`src/rtl/bist_scan_engine_if.sv`:
```
// bist_scan_engine_if
//   Groups the pin-side session handshake and the CUT-facing scan/IO
//   signals of bist_scan_engine.
//   slave  : the engine (drives CUT controls and session status)
//   master : chip pins / CUT side (drives start, pi, CUT responses)
//   Signals:
//     bist_start, pi, cut_po, cut_scan_out    master -> slave
//     cut_pi, cut_scan_en, cut_scan_in,
//     cut_reset, bist_running, bist_end,
//     pass_nfail                              slave -> master
//     misr_sig (BIST_SIG_READ_EN only)        slave -> master
//   Optional feature macro: BIST_SIG_READ_EN
interface bist_scan_engine_if #(
  parameter int PI_W = 4,
  parameter int PO_W = 4
`ifdef BIST_SIG_READ_EN
  , parameter int MISR_W = 9
`endif
) ();
  logic            bist_start;
  logic [PI_W-1:0] pi;
  logic [PO_W-1:0] cut_po;
  logic            cut_scan_out;
  logic [PI_W-1:0] cut_pi;
  logic            cut_scan_en;
  logic            cut_scan_in;
  logic            cut_reset;
  logic            bist_running;
  logic            bist_end;
  logic            pass_nfail;
`ifdef BIST_SIG_READ_EN
  logic [MISR_W-1:0] misr_sig;
`endif

  modport slave (
    input  bist_start, pi, cut_po, cut_scan_out,
    output cut_pi, cut_scan_en, cut_scan_in, cut_reset,
           bist_running, bist_end, pass_nfail
`ifdef BIST_SIG_READ_EN
    , output misr_sig
`endif
  );

  modport master (
    output bist_start, pi, cut_po, cut_scan_out,
    input  cut_pi, cut_scan_en, cut_scan_in, cut_reset,
           bist_running, bist_end, pass_nfail
`ifdef BIST_SIG_READ_EN
    , input misr_sig
`endif
  );
endinterface

```
`src/rtl/bist_scan_engine.sv`:
```
// bist_scan_engine
//   Test-per-scan BIST engine wrapping a single-chain scan CUT. One FSM
//   sequences INIT -> (SHIFT x SCAN_LEN, CAPTURE) x N_PATTERNS -> FLUSH ->
//   DONE, feeding the CUT from a Galois PI LFSR and a Fibonacci scan LFSR,
//   compacting PO + scan-out into a Galois MISR and comparing the final
//   signature against SIGNATURE.
//   Ports:
//     clock  rising-edge clock
//     reset  asynchronous active-high reset, clears all state
//     bus    bist_scan_engine_if.slave (session handshake + CUT side)
//   Optional feature macro: BIST_SIG_READ_EN -- exposes the live MISR as
//   bus.misr_sig (frozen in DONE for diagnosis).
module bist_scan_engine #(
  parameter int                  PI_W       = 4,
  parameter int                  PO_W       = 4,
  parameter int                  SCAN_LEN   = 8,
  parameter int                  N_PATTERNS = 16,
  parameter int                  MISR_W     = 9,
  parameter logic [MISR_W-1:0]   MISR_POLY  = 9'h011,
  parameter logic [PI_W-1:0]     PI_POLY    = 4'h9,
  parameter logic [PI_W-1:0]     PI_SEED    = 4'h1,
  parameter logic [SCAN_LEN-1:0] SC_POLY    = 8'hB8,
  parameter logic [SCAN_LEN-1:0] SC_SEED    = 8'h01,
  parameter logic [MISR_W-1:0]   SIGNATURE  = 9'h08c
) (
  input  logic               clock,
  input  logic               reset,
  bist_scan_engine_if.slave  bus
);

  localparam int SC_CW = (SCAN_LEN > 1) ? $clog2(SCAN_LEN) : 1;
  localparam int PC_W  = $clog2(N_PATTERNS + 1);
  localparam logic [SC_CW-1:0] SHIFT_LAST = SC_CW'(SCAN_LEN - 1);
  localparam logic [PC_W-1:0]  PAT_LAST   = PC_W'(N_PATTERNS - 1);

  typedef enum logic [2:0] {
    S_IDLE, S_INIT, S_SHIFT, S_CAPTURE, S_FLUSH, S_DONE
  } state_t;

  state_t              state;
  logic [SC_CW-1:0]    shift_cnt;
  logic [PC_W-1:0]     pat_cnt;
  logic [SCAN_LEN-1:0] sc_lfsr, sc_nx;
  logic [PI_W-1:0]     pi_lfsr, pi_nx;
  logic [MISR_W-1:0]   misr, misr_nx, misr_inj;
  logic                sc_fb;
  logic                running_q, scan_en_q, end_q, pass_q;

  // Scan LFSR: parity of tapped bits enters at bit 0, so the bit presented
  // on cut_scan_in is always the most recently generated one.
  assign sc_fb = ^(sc_lfsr & SC_POLY);

  generate
    if (SCAN_LEN == 1) begin : g_sc1
      assign sc_nx = sc_fb;
    end else begin : g_scn
      assign sc_nx = {sc_lfsr[SCAN_LEN-2:0], sc_fb};
    end
    if (PI_W == 1) begin : g_pi1
      assign pi_nx = pi_lfsr[0] ? PI_POLY : '0;
    end else begin : g_pin
      assign pi_nx = {pi_lfsr[PI_W-2:0], 1'b0} ^ (pi_lfsr[PI_W-1] ? PI_POLY : '0);
    end
  endgenerate

  // MISR input is {cut_po, cut_scan_out} zero-extended to MISR_W.
  always_comb begin
    misr_inj = '0;
    misr_inj[PO_W:0] = {bus.cut_po, bus.cut_scan_out};
    misr_nx = {misr[MISR_W-2:0], 1'b0} ^ (misr[MISR_W-1] ? MISR_POLY : '0) ^ misr_inj;
  end

  always_ff @(posedge clock or posedge reset) begin
    if (reset) begin
      state     <= S_IDLE;
      shift_cnt <= '0;
      pat_cnt   <= '0;
      sc_lfsr   <= SC_SEED;
      pi_lfsr   <= PI_SEED;
      misr      <= '0;
      running_q <= 1'b0;
      scan_en_q <= 1'b0;
      end_q     <= 1'b0;
      pass_q    <= 1'b0;
    end else begin
      case (state)
        // DONE holds the result until a new request arrives; a request in
        // DONE starts the next session directly (back-to-back).
        S_IDLE, S_DONE: begin
          if (bus.bist_start) begin
            state     <= S_INIT;
            shift_cnt <= '0;
            pat_cnt   <= '0;
            sc_lfsr   <= SC_SEED;
            pi_lfsr   <= PI_SEED;
            misr      <= '0;
            pass_q    <= 1'b0;
            running_q <= 1'b1;
            scan_en_q <= 1'b0;
            end_q     <= 1'b0;
          end
        end
        // CUT is held in reset for this cycle via cut_reset.
        S_INIT: begin
          state     <= S_SHIFT;
          scan_en_q <= 1'b1;
        end
        S_SHIFT: begin
          misr    <= misr_nx;
          sc_lfsr <= sc_nx;
          if (shift_cnt == SHIFT_LAST) begin
            shift_cnt <= '0;
            state     <= S_CAPTURE;
            scan_en_q <= 1'b0;
          end else begin
            shift_cnt <= shift_cnt + 1'b1;
          end
        end
        // PI vector advances on the capture edge, so cut_pi is stable for
        // the whole shift window and the capture cycle of each pattern.
        S_CAPTURE: begin
          misr      <= misr_nx;
          pi_lfsr   <= pi_nx;
          scan_en_q <= 1'b1;
          pat_cnt   <= pat_cnt + 1'b1;
          state     <= (pat_cnt == PAT_LAST) ? S_FLUSH : S_SHIFT;
        end
        // Unload the last captured response; scan LFSR is frozen.
        S_FLUSH: begin
          misr <= misr_nx;
          if (shift_cnt == SHIFT_LAST) begin
            shift_cnt <= '0;
            state     <= S_DONE;
            scan_en_q <= 1'b0;
            running_q <= 1'b0;
            end_q     <= 1'b1;
            pass_q    <= (misr_nx == SIGNATURE);
          end else begin
            shift_cnt <= shift_cnt + 1'b1;
          end
        end
        default: state <= S_IDLE;
      endcase
    end
  end

  assign bus.cut_pi       = running_q ? pi_lfsr : bus.pi;
  assign bus.cut_scan_en  = scan_en_q;
  assign bus.cut_scan_in  = sc_lfsr[0];
  assign bus.cut_reset    = reset | (state == S_INIT);
  assign bus.bist_running = running_q;
  assign bus.bist_end     = end_q;
  assign bus.pass_nfail   = pass_q;
`ifdef BIST_SIG_READ_EN
  assign bus.misr_sig     = misr;
`endif

endmodule

```
`src/flat_wrapper.sv`:
```
// flat-port wrapper written by rule: the top's interface ports become plain ports
module bist_scan_engine_flat 
#(
  parameter int                  PI_W       = 4,
  parameter int                  PO_W       = 4,
  parameter int                  SCAN_LEN   = 8,
  parameter int                  N_PATTERNS = 16,
  parameter int                  MISR_W     = 9,
  parameter logic [MISR_W-1:0]   MISR_POLY  = 9'h011,
  parameter logic [PI_W-1:0]     PI_POLY    = 4'h9,
  parameter logic [PI_W-1:0]     PI_SEED    = 4'h1,
  parameter logic [SCAN_LEN-1:0] SC_POLY    = 8'hB8,
  parameter logic [SCAN_LEN-1:0] SC_SEED    = 8'h01,
  parameter logic [MISR_W-1:0]   SIGNATURE  = 9'h08c
)
  (clock, reset, bus_bist_start, bus_pi, bus_cut_po, bus_cut_scan_out, bus_cut_pi, bus_cut_scan_en, bus_cut_scan_in, bus_cut_reset, bus_bist_running, bus_bist_end, bus_pass_nfail);
  bist_scan_engine_if #(.PI_W(PI_W), .PO_W(PO_W)) bus_i ();
  input  logic clock;
  input  logic reset;
  input wire logic [$bits(bus_i.bist_start)-1:0] bus_bist_start;
  input wire logic [$bits(bus_i.pi)-1:0] bus_pi;
  input wire logic [$bits(bus_i.cut_po)-1:0] bus_cut_po;
  input wire logic [$bits(bus_i.cut_scan_out)-1:0] bus_cut_scan_out;
  output wire logic [$bits(bus_i.cut_pi)-1:0] bus_cut_pi;
  output wire logic [$bits(bus_i.cut_scan_en)-1:0] bus_cut_scan_en;
  output wire logic [$bits(bus_i.cut_scan_in)-1:0] bus_cut_scan_in;
  output wire logic [$bits(bus_i.cut_reset)-1:0] bus_cut_reset;
  output wire logic [$bits(bus_i.bist_running)-1:0] bus_bist_running;
  output wire logic [$bits(bus_i.bist_end)-1:0] bus_bist_end;
  output wire logic [$bits(bus_i.pass_nfail)-1:0] bus_pass_nfail;
  assign bus_i.bist_start = bus_bist_start;
  assign bus_i.pi = bus_pi;
  assign bus_i.cut_po = bus_cut_po;
  assign bus_i.cut_scan_out = bus_cut_scan_out;
  assign bus_cut_pi = bus_i.cut_pi;
  assign bus_cut_scan_en = bus_i.cut_scan_en;
  assign bus_cut_scan_in = bus_i.cut_scan_in;
  assign bus_cut_reset = bus_i.cut_reset;
  assign bus_bist_running = bus_i.bist_running;
  assign bus_bist_end = bus_i.bist_end;
  assign bus_pass_nfail = bus_i.pass_nfail;
  bist_scan_engine #(.PI_W(PI_W), .PO_W(PO_W), .SCAN_LEN(SCAN_LEN), .N_PATTERNS(N_PATTERNS), .MISR_W(MISR_W), .MISR_POLY(MISR_POLY), .PI_POLY(PI_POLY), .PI_SEED(PI_SEED), .SC_POLY(SC_POLY), .SC_SEED(SC_SEED), .SIGNATURE(SIGNATURE)) u_core (.clock(clock), .reset(reset), .bus(bus_i));
endmodule
```
`config.mk`:
```
export PLATFORM = sky130hd
export DESIGN_NAME = bist_scan_engine_flat
export DESIGN_NICKNAME = d
export VERILOG_FILES = /design/src/rtl/bist_scan_engine_if.sv /design/src/rtl/bist_scan_engine.sv /design/src/flat_wrapper.sv
export SDC_FILE = /design/constraint.sdc
export NUM_CORES = 1
export LEC_CHECK = 0
export ABC_AREA = 1
export BUFFER_PORTS_ARGS = -buffer_cell sky130_fd_sc_hd__buf_4
export CAP_MARGIN = 10
export CORE_MARGIN = 1.5
export CORE_UTILIZATION = 50
export DETAILED_ROUTE_END_ITERATION = 6
export HOLD_SLACK_MARGIN = 0.15
export PLACE_DENSITY_LB_ADDON = 0.12
export SYNTH_ARGS = -nofsm -noshare
export SYNTH_HDL_FRONTEND = slang
export SYNTH_SLANG_ARGS = --single-unit
```
`constraint.sdc`:
```
create_clock -name clock -period 2.1 [get_ports clock]
set_input_delay 0.42 -clock clock [delete_from_list [all_inputs] [get_ports clock]]
set_output_delay 0.42 -clock clock [all_outputs]
set_load 0.05 [all_outputs]
```
# ---- Word-level counts from Yosys, hierarchy flattened
# Index checks and enable logic that the tools add are counted.
# Widths: inputs -> output; s select.
dict set report word_totals {
  register_bits 36
  latch_bits 0
  ramBits 0
  rom_bits 0
  in_bits 12
  wordCells 75
  n_memories 0
}
dict set report classes {
  add_sub_neg 2
  mul 0
  n_div 0
  order_cmp 0
  eq_ne 12
  n_shift 0
  mux 28
  bitwise_logic 4
  reduce_logical 19
}
# op n
set ops {}
lappend ops {{$mux 3} 6}
lappend ops {{$pmux 9 s2} 1}
lappend ops {{$pmux 8 s2} 1}
lappend ops {{$pmux 3 s5} 1}
lappend ops {{$mux 4} 3}
lappend ops {{$mux 5} 2}
lappend ops {{$pmux 5 s2} 1}
lappend ops {{$reduce_bool 2->1} 5}
lappend ops {{$eq 3x3->1 const B} 3}
lappend ops {{$eq 9x8->1 const B} 1}
lappend ops {{$mux 9} 1}
lappend ops {{$reduce_and 3->1} 3}
lappend ops {{$xor 9x5->9} 1}
lappend ops {{$xor 9x9->9} 1}
lappend ops {{$mux 8} 1}
lappend ops {{$pmux 4 s2} 1}
lappend ops {{$reduce_and 2->1} 4}
lappend ops {{$reduce_xor 8->1} 1}
lappend ops {{$eq 3x2->1 const B} 2}
lappend ops {{$ne 2x1->1 const B} 3}
lappend ops {{$pmux 1 s2} 3}
lappend ops {{$pmux 3 s2} 1}
lappend ops {{$reduce_or 2->1} 3}
lappend ops {{$add 5x1->5 const B} 1}
lappend ops {{other kinds (11)} 15}

# ---- Longest topological paths before layout
# Gate-level depths: netlist of run 1.
dict set report depth {
  ltp_word 6
  mapped_depth 7
  depth_no_buf 7
}

# ---- Worst setup path before layout of run 1
# No wires, ideal clock.
dict set report synth_timing {
  path_kind {input to output}
  start {in reset}
  end {out bus_cut_reset}
  t_arrival_ps 2050
  required_time_ps 1680
  slack_ps -370
  path_stages 2
  path_buffers 0
  path_cell_list {inv_1 -> o21ai_0}
}
dict set report synth_via {
  elab_chain_len 1
}
# element line
set synth_lines {}
lappend synth_lines {{from (decl)} flat_wrapper.sv:19} ;# input logic reset;
lappend synth_lines {{$or 1x1->1} bist_scan_engine.sv:150} ;# assign bus.cut_reset = reset | (state == S_INIT);
lappend synth_lines {{to (decl)} flat_wrapper.sv:27} ;# output wire logic [$bits(bus_i.cut_reset)-1:0] bus_cut_reset;
# No other way between the ends.

# ---- Final worst setup path of run 1
dict set report layout_timing {
  start {reg u_core.state[2]}
  end {out bus_cut_reset}
}
dict set report layout_via {
  elab_chain_len 2
}
# element line
set layout_lines {}
lappend layout_lines {{from (decl)} bist_scan_engine.sv:40} ;# state_t state;
lappend layout_lines {{from (signal assigned)} bist_scan_engine.sv:126} ;# state <= (pat_cnt == PAT_LAST) ? S_FLUSH : S_SHIFT;
lappend layout_lines {{$eq 3x1->1} bist_scan_engine.sv:150}
lappend layout_lines {{$or 1x1->1} bist_scan_engine.sv:150}
# No other way between the ends.

==> results of run 1 <==
worst min path at each step:
stage | startpoint | endpoint | cells past startpoint
2_1_floorplan | u_core.shift_cnt[1]$_DFFE_PP0P_ | u_core.shift_cnt[1]$_DFFE_PP0P_ | 2
3_3_place_gp | u_core.shift_cnt[1]$_DFFE_PP0P_ | u_core.shift_cnt[1]$_DFFE_PP0P_ | 2
3_5_place_dp | u_core.shift_cnt[2]$_DFFE_PP0P_ | u_core.shift_cnt[2]$_DFFE_PP0P_ | 2
4_1_cts | reset | u_core.misr[6]$_DFFE_PP0P_ | 3
5_1_grt | reset | u_core.misr[6]$_DFFE_PP0P_ | 3
6_report | reset | u_core.shift_cnt[1]$_DFFE_PP0P_ | 3
cell type report:
| type | instances | area, sq um |
|---|---|---|
| timing repair buffer | 22 | 165 |
| sequential | 36 | 903 |
| tap | 46 | 57.6 |
| multi-input combinational | 137 | 694 |
| inverter | 37 | 139 |
| fill | 321 | 1320 |
| clock buffer | 8 | 58.8 |
stage by stage:
step | total power [uW] | util (%) | TNS [ns] | cell area [sq um]
6_report | 2920 | 60.5 | 0 | 2020
5_1_grt | 3210 | 60.5 | 0 | 2020
4_1_cts | 2950 | 60.5 | 0 | 2020
3_5_place_dp | 2550 | 58.7 | 0 | 1960
3_3_place_gp | 2520 | 58.7 | 0 | 1960
2_1_floorplan | 2220 | - | -0.694 | 1750
power by group through the flow:
stage | Clock, uW | Combinational, uW | Sequential, uW
finish | 396 | 1370 | 1160
global route | 437 | 1580 | 1200
CTS | 408 | 1390 | 1160
detailed placement | 0 | 1380 | 1170
global placement | 0 | 1360 | 1160
floorplan | 0 | 1020 | 1200
state kept, by name, indices dropped and copies added, names as in the netlist:
| name | count |
|---|---|
| u_core.bus.bist_running | 1 |
| u_core.bus.cut_scan_en | 1 |
| u_core.shift_cnt | 3 |
| u_core.bus.pass_nfail | 1 |
| u_core.bus.bist_end | 1 |
| u_core.pi_lfsr | 4 |
| u_core.sc_lfsr | 8 |
| u_core.state | 3 |
| u_core.misr | 9 |
| u_core.pat_cnt | 5 |
cells in the mapped netlist (all sizes together):
cell type   n
o21ai      16
buf         2
a31oi       1
a21oi       3
ha          4
dfstp       2
nand3      16
dfrtp      34
nand4       4
xnor2       1
nand2      65
o21a        1
xor2        2
nor2       11
o22ai      11
or2         2
inv        37
cells by family after synthesis:
group,share of synthesized area (%)
DFF,51.7
buffers and inverters,8.52
and+or+nand+nor,25.2
adders and majority gates,2.87
xor gates and xnor gates,1.50
AOI/OAI and AO/OA,10.2
metal layers:
| metal | vias to the layer above | global-route usage, % | share of wire (%) |
|---|---|---|---|
| met2 | 19 | 31.1 | 47 |
| met3 | 7 | 4.35 | 2.9 |
| met1 | 653 | 26.2 | 48 |
| met4 | 0 | 10.0 | 2.1 |
| li1 | 733 | - | - |
| met5 | - | 0 | 0 |
critical path, cell delays in order (launching register included):
cell and delay (ns):
dfrtp_1 0.45, inv_2 0.11, nand2_4 0.08, o21ai_1 0.17, buf_4 0.22
==> metrics, run 1 <==
status=completed; combinational power share=46.9%; hold_ws=0.234 ns; root buffer cell=clkbuf_4; CTS tree=yes; max cap viols=0; Mapped Nets=228; Peak VDD IR=0.000652 V; # nets final=255; Yosys warning count=0; largest net degree at the start of global routing=37; CTS Buf Count=5; Synth Register Bits=36; Internal=1610 uW; dpl hpwl=2310 um; Vias=1,412; Reg clk slew, reported paths=0.11 ns; synth top area cells=dfrtp_1, nand2_1, inv_1; Crit Path Class=register to primary output; CP Launch Type=register; Syn Area/Cell=8.24 sq um; clock sink total=36; DRT Pass-1 Iters=4; crit end category=primary output; Inst Count DP=278; antenna cells=0; initial antenna violation count=0; routability cong.=0.822; num rows=21; period utilization=85.6%; R2R cell count=7; Antenna Nets Post-Route=0; RSZ-0062 raised after global routing=no; Worst Skew=0.00841 ns; first-pass GRT wire length=5930 um; worst-margin pin slew=0.448 ns; post-route worst setup slack=0.303 ns; reg-to-reg critical path endpoint=u_core.state[2]$_DFFE_PP0P_; post-synth top area cell=dfrtp_1; core box area=3340 sq um; H-tree levels=2; Post-Syn Area=1750 sq um; synth unique cells=23; share of the synthesized area in the top cell type=48.7%; relative slew slack=70.1%; # setup viols final=0; Worst Hold Class=primary input to async pin; vias in the first global route=1,331; I/O Buffers=21; sequential fraction of the synthesis area=51.7%; Die Width=62.1 um; Die Ht=62.1 um; Final Critical Period=1.80 ns; Slew Viols, Final=0; sequential power share=39.5%; CP Max Fanout=6; CP Capture Point=bus_cut_reset; residual DRC count=0; LEAKAGE=0.00107 uW; WL final=3260 um; Clk Latency, worst-skew pair=0.35 ns; Final Hold Vio Count=0; Syn-to-layout area delta=15.5%; I/O Pins=22; Net Sw Frac=44.9%; clock power share=13.5%; Reg2Reg Launch Point=u_core.state[2]$_DFFE_PP0P_; Pwr Density=1450 nW/um^2; fmax=0.557 GHz; Data required, critical path=1.68 ns; Layout Cells excl Fill=286; clk buf depth=2; CP arrival=1.38 ns; crit path from=u_core.state[2]$_DFFE_PP0P_; post-CTS sizing=0; initial DRC count=89; gr ovfl total=0; CTS Hold Bufs=0; Setup WS pre-CTS=0.623 ns; average routed wire per standard cell=11.4 um; most common cell after layout, fill and taps aside=nand2_1; Total Routing Usage GR=19.9%; Cells after Synth=212; worst reg-to-reg setup slack=0.62 ns; Via-to-Cell Ratio=4.94; layout cells sized above 1=16.7%; Post-CTS Setup Inserts=0; commonest non-fill, non-tap cells in the layout=nand2_1, inv_1, dfrtp_1; Die ar.=3860 sq um; NetSw=1310 uW; Initial Util=52.3%
(Power assumes the default switching activity.)
==> inputs of run 2 (changes only) <==
--- a/config.mk
+++ b/config.mk
@@ -8,8 +8,10 @@
 export ABC_AREA = 1
 export BUFFER_PORTS_ARGS = -buffer_cell sky130_fd_sc_hd__buf_4
 export CAP_MARGIN = 10
+export CELL_PAD_IN_SITES_DETAIL_PLACEMENT = 0
+export CELL_PAD_IN_SITES_GLOBAL_PLACEMENT = 1
 export CORE_MARGIN = 1.5
-export CORE_UTILIZATION = 50
+export CORE_UTILIZATION = 45
 export DETAILED_ROUTE_END_ITERATION = 6
 export HOLD_SLACK_MARGIN = 0.15
 export PLACE_DENSITY_LB_ADDON = 0.12
==> metrics, run 2 (synthesis gave the netlist of run 1 again) <==
status=completed; Antenna Nets Post-Route=0; CTS Hold Bufs=0; relative slew slack=69.9%; Pwr Density=1480 nW/um^2; core box area=3690 sq um; Reg clk slew, reported paths=0.08 ns; fmax=0.577 GHz; CP bufs+invs=2; Largest register FFs=9; average routed wire per standard cell=11.5 um; clock sink total=36; I/O Pins=22; routability cong.=0.716; gr ovfl total=0; Reg2Reg Launch Point=u_core.state[2]$_DFFE_PP0P_; CP max-delay cell=dfrtp_1; Clk Latency, worst-skew pair=0.29 ns; # setup viols final=0; Slew Viols, Final=0; CP arrival=1.31 ns; Die ar.=4260 sq um; antenna cells=0; post-CTS sizing=0; max cap viols=0; crit path cell chain=inv_2 -> nand2_4 -> o21ai_1 -> buf_4; Worst Hold Class=primary input to async pin; Peak VDD IR=0.000766 V; R2R cell count=7; initial antenna violation count=0; hold_ws=0.282 ns; CP Launch Type=register; commonest non-fill, non-tap cells in the layout=nand2_1, inv_1, dfrtp_1; Vias=1,417; dpl hpwl=2410 um; reg-to-reg critical path endpoint=u_core.state[2]$_DFFE_PP0P_; largest reg by FF count=u_core.misr; Post-CTS Setup Inserts=0; DRT Pass-1 Iters=4; WL final=3310 um; largest net degree at the start of global routing=37; Crit Path Class=register to primary output; crit end category=primary output; layout cells sized above 1=17.5%; post-route cell area=2050 sq um; Inst Count DP=280; vias in the first global route=1,357; Net Sw Frac=44.5%; sequential power share=38.4%; delay of the slowest cell on the worst path=0.44 ns; Final Critical Period=1.73 ns; CTS Buf Count=5; Final Hold Vio Count=0; Layout Cells excl Fill=288; CTS tree=yes; LEAKAGE=0.00109 uW; Die Width=65.3 um; # nets final=255; first-pass GRT wire length=6000 um; RSZ-0062 raised after global routing=no; Worst Skew=0.00845 ns; Die Ht=65.3 um; largest registers=u_core.misr x9, u_core.sc_lfsr x8, u_core.pat_cnt x5; root buffer cell=clkbuf_8; clk buf depth=2; Via-to-Cell Ratio=4.92; Total Routing Usage GR=18.6%; Syn-to-layout area delta=17.3%; Placement Cell Area=1960 sq um; period utilization=82.5%; num rows=22; initial DRC count=54; Data required, critical path=1.68 ns; CP Max Fanout=6; NetSw=1350 uW; Worst path depth=4; H-tree levels=2; combinational power share=45.6%; worst reg-to-reg setup slack=0.56 ns; I/O Buffers=21; clock power share=16.0%; most common cell after layout, fill and taps aside=nand2_1; Initial Util=47.4%; Top delay family on crit path=flip-flops; Internal=1680 uW; worst-margin pin slew=0.451 ns; residual DRC count=0
## run 2: cell count changes in the layout (fill, tap and decap cells not counted)
cell,delta
clkinv_2,+2
clkbuf_4,-5
clkinv_4,+1
clkbuf_1,-2
clkbuf_8,+4
## run 2: cell type report
cell class                 count  area [sq um]
fill                         370          1640
inverter                      37           139
clock buffer                   5          68.8
tap                           48          60.1
timing repair buffer          22           165
sequential                    36           903
multi-input combinational    137           694
clock inverter                 3          18.8
## run 2: power by group through the flow
stage	Clock, uW	Combinational, uW	Sequential [uW]
3_5_place_dp	0	1390	1170
6_report	484	1380	1160
5_1_grt	525	1590	1200
3_3_place_gp	0	1340	1160
4_1_cts	495	1390	1160
2_1_floorplan	0	1020	1200
## run 2: worst max path at each step
stage / start / endpoint / slack [ns]
floorplan: u_core.bus.bist_running$_DFFE_PP0P_ / bus_cut_pi[0] / -0.28
global placement: u_core.state[2]$_DFFE_PP0P_ / u_core.state[2]$_DFFE_PP0P_ / 0.66
detailed placement: u_core.state[0]$_DFFE_PP0P_ / u_core.state[2]$_DFFE_PP0P_ / 0.59
CTS: u_core.state[2]$_DFFE_PP0P_ / bus_cut_reset / 0.36
global route: u_core.bus.bist_running$_DFFE_PP0P_ / bus_cut_pi[0] / 0.28
finish: u_core.state[2]$_DFFE_PP0P_ / bus_cut_reset / 0.37
## run 2: tightest hold or removal path, delay by kind of cell
kind	cells	cell delay [ns]
buf+inv	3	0.59
## run 2: metal layers
metal	wire length (um)	part of all wire, %	vias up	global-route usage (%)
li1	-	-	733	-
met1	1520	46	666	23.1
met2	1640	49	14	30.1
met3	88	2.7	4	5.65
met4	59	1.8	0	7.81
met5	0	0	-	0
## run 2: through the flow
step / util (%) / TNS [ns] / total power (uW) / setup slack [ns]
final: 55.6 / 0 / 3020 / 0.368
after global routing: 55.6 / 0 / 3310 / 0.281
after CTS: 55.6 / 0 / 3050 / 0.362
after detailed placement: 53.2 / 0 / 2560 / 0.593
after global placement: 53.2 / 0 / 2500 / 0.662
after floorplan: - / -0.694 / 2220 / -0.279
==> inputs of run 3 (changes only) <==
--- a/config.mk
+++ b/config.mk
@@ -11,7 +11,7 @@
 export CELL_PAD_IN_SITES_DETAIL_PLACEMENT = 0
 export CELL_PAD_IN_SITES_GLOBAL_PLACEMENT = 1
 export CORE_MARGIN = 1.5
-export CORE_UTILIZATION = 45
+export CORE_UTILIZATION = 38
 export DETAILED_ROUTE_END_ITERATION = 6
 export HOLD_SLACK_MARGIN = 0.15
 export PLACE_DENSITY_LB_ADDON = 0.12
==> constraint.sdc (replaced) <==
create_clock -name clock -period 1.5 [get_ports clock]
set_input_delay 0.3 -clock clock [delete_from_list [all_inputs] [get_ports clock]]
set_output_delay 0.3 -clock clock [all_outputs]
set_load 0.05 [all_outputs]
==> metrics, run 3 (synthesis gave the netlist of run 1 again) <==
status=completed; gr ovfl total=0; first-pass GRT wire length=6290 um; Clk Latency, worst-skew pair=0.28 ns; reg-to-reg critical path endpoint=u_core.state[2]$_DFFE_PP0P_; worst-margin pin slew=0.457 ns; flip-flop and latch area=906 sq um; combinational power share=46.8%; Inst Count DP=288; Internal=2670 uW; Net Sw Frac=42.3%; Power, Total=4620 uW; fmax=0.680 GHz; Final Hold Vio Count=0; R2R cell count=7; CP arrival=1.17 ns; clock sink total=36; CP Launch Type=register; # fillers=433; largest net degree at the start of global routing=37; root buffer cell=clkbuf_8; M1 wire length=1740 um; Die Ht=70.8 um; CTS Buf Count=5; # setup viols final=0; H-tree levels=2; largest reg by FF count=u_core.misr; DRT Pass-1 Iters=4; Initial Util=39.8%; period utilization=98.0%; largest registers=u_core.misr x9, u_core.sc_lfsr x8, u_core.pat_cnt x5; vias in the first global route=1,426; I/O Pins=22; Reg2Reg Launch Point=u_core.pat_cnt[0]$_DFFE_PP0P_; core box area=4380 sq um; met2 WL post-DR=1640 um; worst reg-to-reg setup slack=0.12 ns; dpl hpwl=2480 um; WL final=3550 um; Antenna Nets Post-Route=0; Vias=1,436; WL met3=120 um; area of the multi-input gates=752 sq um; antenna cells=0; initial DRC count=31; hold_ws=0.203 ns; Crit Path Class=register to primary output; RSZ-0062 raised after global routing=yes; relative slew slack=69.5%; initial antenna violation count=0; clock power share=18.3%; Syn-to-layout area delta=27.7%; Top Layer Used=met4; num rows=24; Largest register FFs=9; Final Critical Period=1.47 ns; routability cong.=0.706; Via-to-Cell Ratio=4.77; # nets final=264; Worst Skew=0.00600 ns; max cap viols=0; CP Max Fanout=6; most common cell after layout, fill and taps aside=nand2_1; residual DRC count=0; Peak VDD IR=0.000853 V; Pwr Density=2070 nW/um^2; Layout Cells excl Fill=301; Reg clk slew, reported paths=0.08 ns; Slew Viols, Final=0; Worst Hold Class=primary input to async pin; NetSw=1960 uW; CTS tree=yes; Data required, critical path=1.20 ns; LEAKAGE=0.00114 uW; layout cells sized above 1=24.9%; clk buf depth=2; CTS Hold Bufs=0; Total Routing Usage GR=15.8%; Die Width=70.8 um; crit end category=primary output; I/O Buffers=21; commonest non-fill, non-tap cells in the layout=nand2_1, inv_1, dfrtp_1; Die ar.=5010 sq um; average routed wire per standard cell=11.8 um; sequential power share=35.0%
## run 3: cell count changes in the layout (fill, tap and decap cells not counted), sizes merged
cell,before,now
clkinvlp,0,2
bufinv,0,1
clkinv,3,1
buf,22,31
inv,37,36
## run 3: critical path, stage by stage, from the launching register on
cell and delay (ns):
dfrtp_2 0.39, inv_4 0.06, buf_6 0.13, o21ai_4 0.14, buf_6 0.17
## run 3: power by group through the flow
stage                     Sequential, uW  Clock, uW  Combinational (uW)
after global placement              1630          0                2100
after global routing                1670        906                2480
after CTS                           1620        871                2140
after detailed placement            1630          0                2100
final                               1620        843                2160
after floorplan                     1690          0                1500
## run 3: area by class of cell
cell class                      count  share of cell area [%]
Sequential cell                    36                    40.6
Inverter                           37                    6.51
Multi-Input combinational cell    137                    33.7
Clock buffer                        5                    3.08
Clock inverter                      3                    1.91
Timing Repair Buffer               31                    11.3
Tap cell                           52                    2.92
## run 3: worst max-delay path by stage
stage,from,endpoint,slack (ns),depth (start not counted)
final,u_core.bus.bist_running$_DFFE_PP0P_,bus_cut_pi[0],0.03,4
after global routing,u_core.pat_cnt[0]$_DFFE_PP0P_,u_core.state[2]$_DFFE_PP0P_,-0.005,7
after CTS,u_core.bus.bist_running$_DFFE_PP0P_,bus_cut_pi[0],0.006,4
after detailed placement,u_core.pat_cnt[0]$_DFFE_PP0P_,u_core.state[2]$_DFFE_PP0P_,0.11,7
after global placement,u_core.pat_cnt[0]$_DFFE_PP0P_,u_core.state[2]$_DFFE_PP0P_,0.10,7
after floorplan,reset,bus_cut_reset,0.007,2
## run 3: routing by layer
| metal | track usage (%) | up-vias |
|---|---|---|
| met5 | 0 | - |
| met4 | 5.03 | 0 |
| met3 | 3.42 | 4 |
| met2 | 25.4 | 17 |
| met1 | 21.5 | 665 |
| li1 | - | 750 |
## run 3: repair_timing
item | 4_1_cts | 5_1_grt
gates resized for setup | 6 | 6
endpoints found under the setup margin | 5 | 6
setup buffers | 1 | 4
pin swaps | 0 | 1
## run 3: per-stage QoR
stage / utilization [%] / setup WS [ns] / setup TNS [ns] / instance area [sq um]
after CTS: 49.8 / 0.00566 / 0 / 2180
after global routing: 50.9 / -0.00537 / -0.0168 / 2230
after floorplan: - / 0.00674 / 0 / 1800
after detailed placement: 46.7 / 0.109 / 0 / 2050
after global placement: 46.7 / 0.105 / 0 / 2050
final: 50.9 / 0.0303 / 0 / 2230
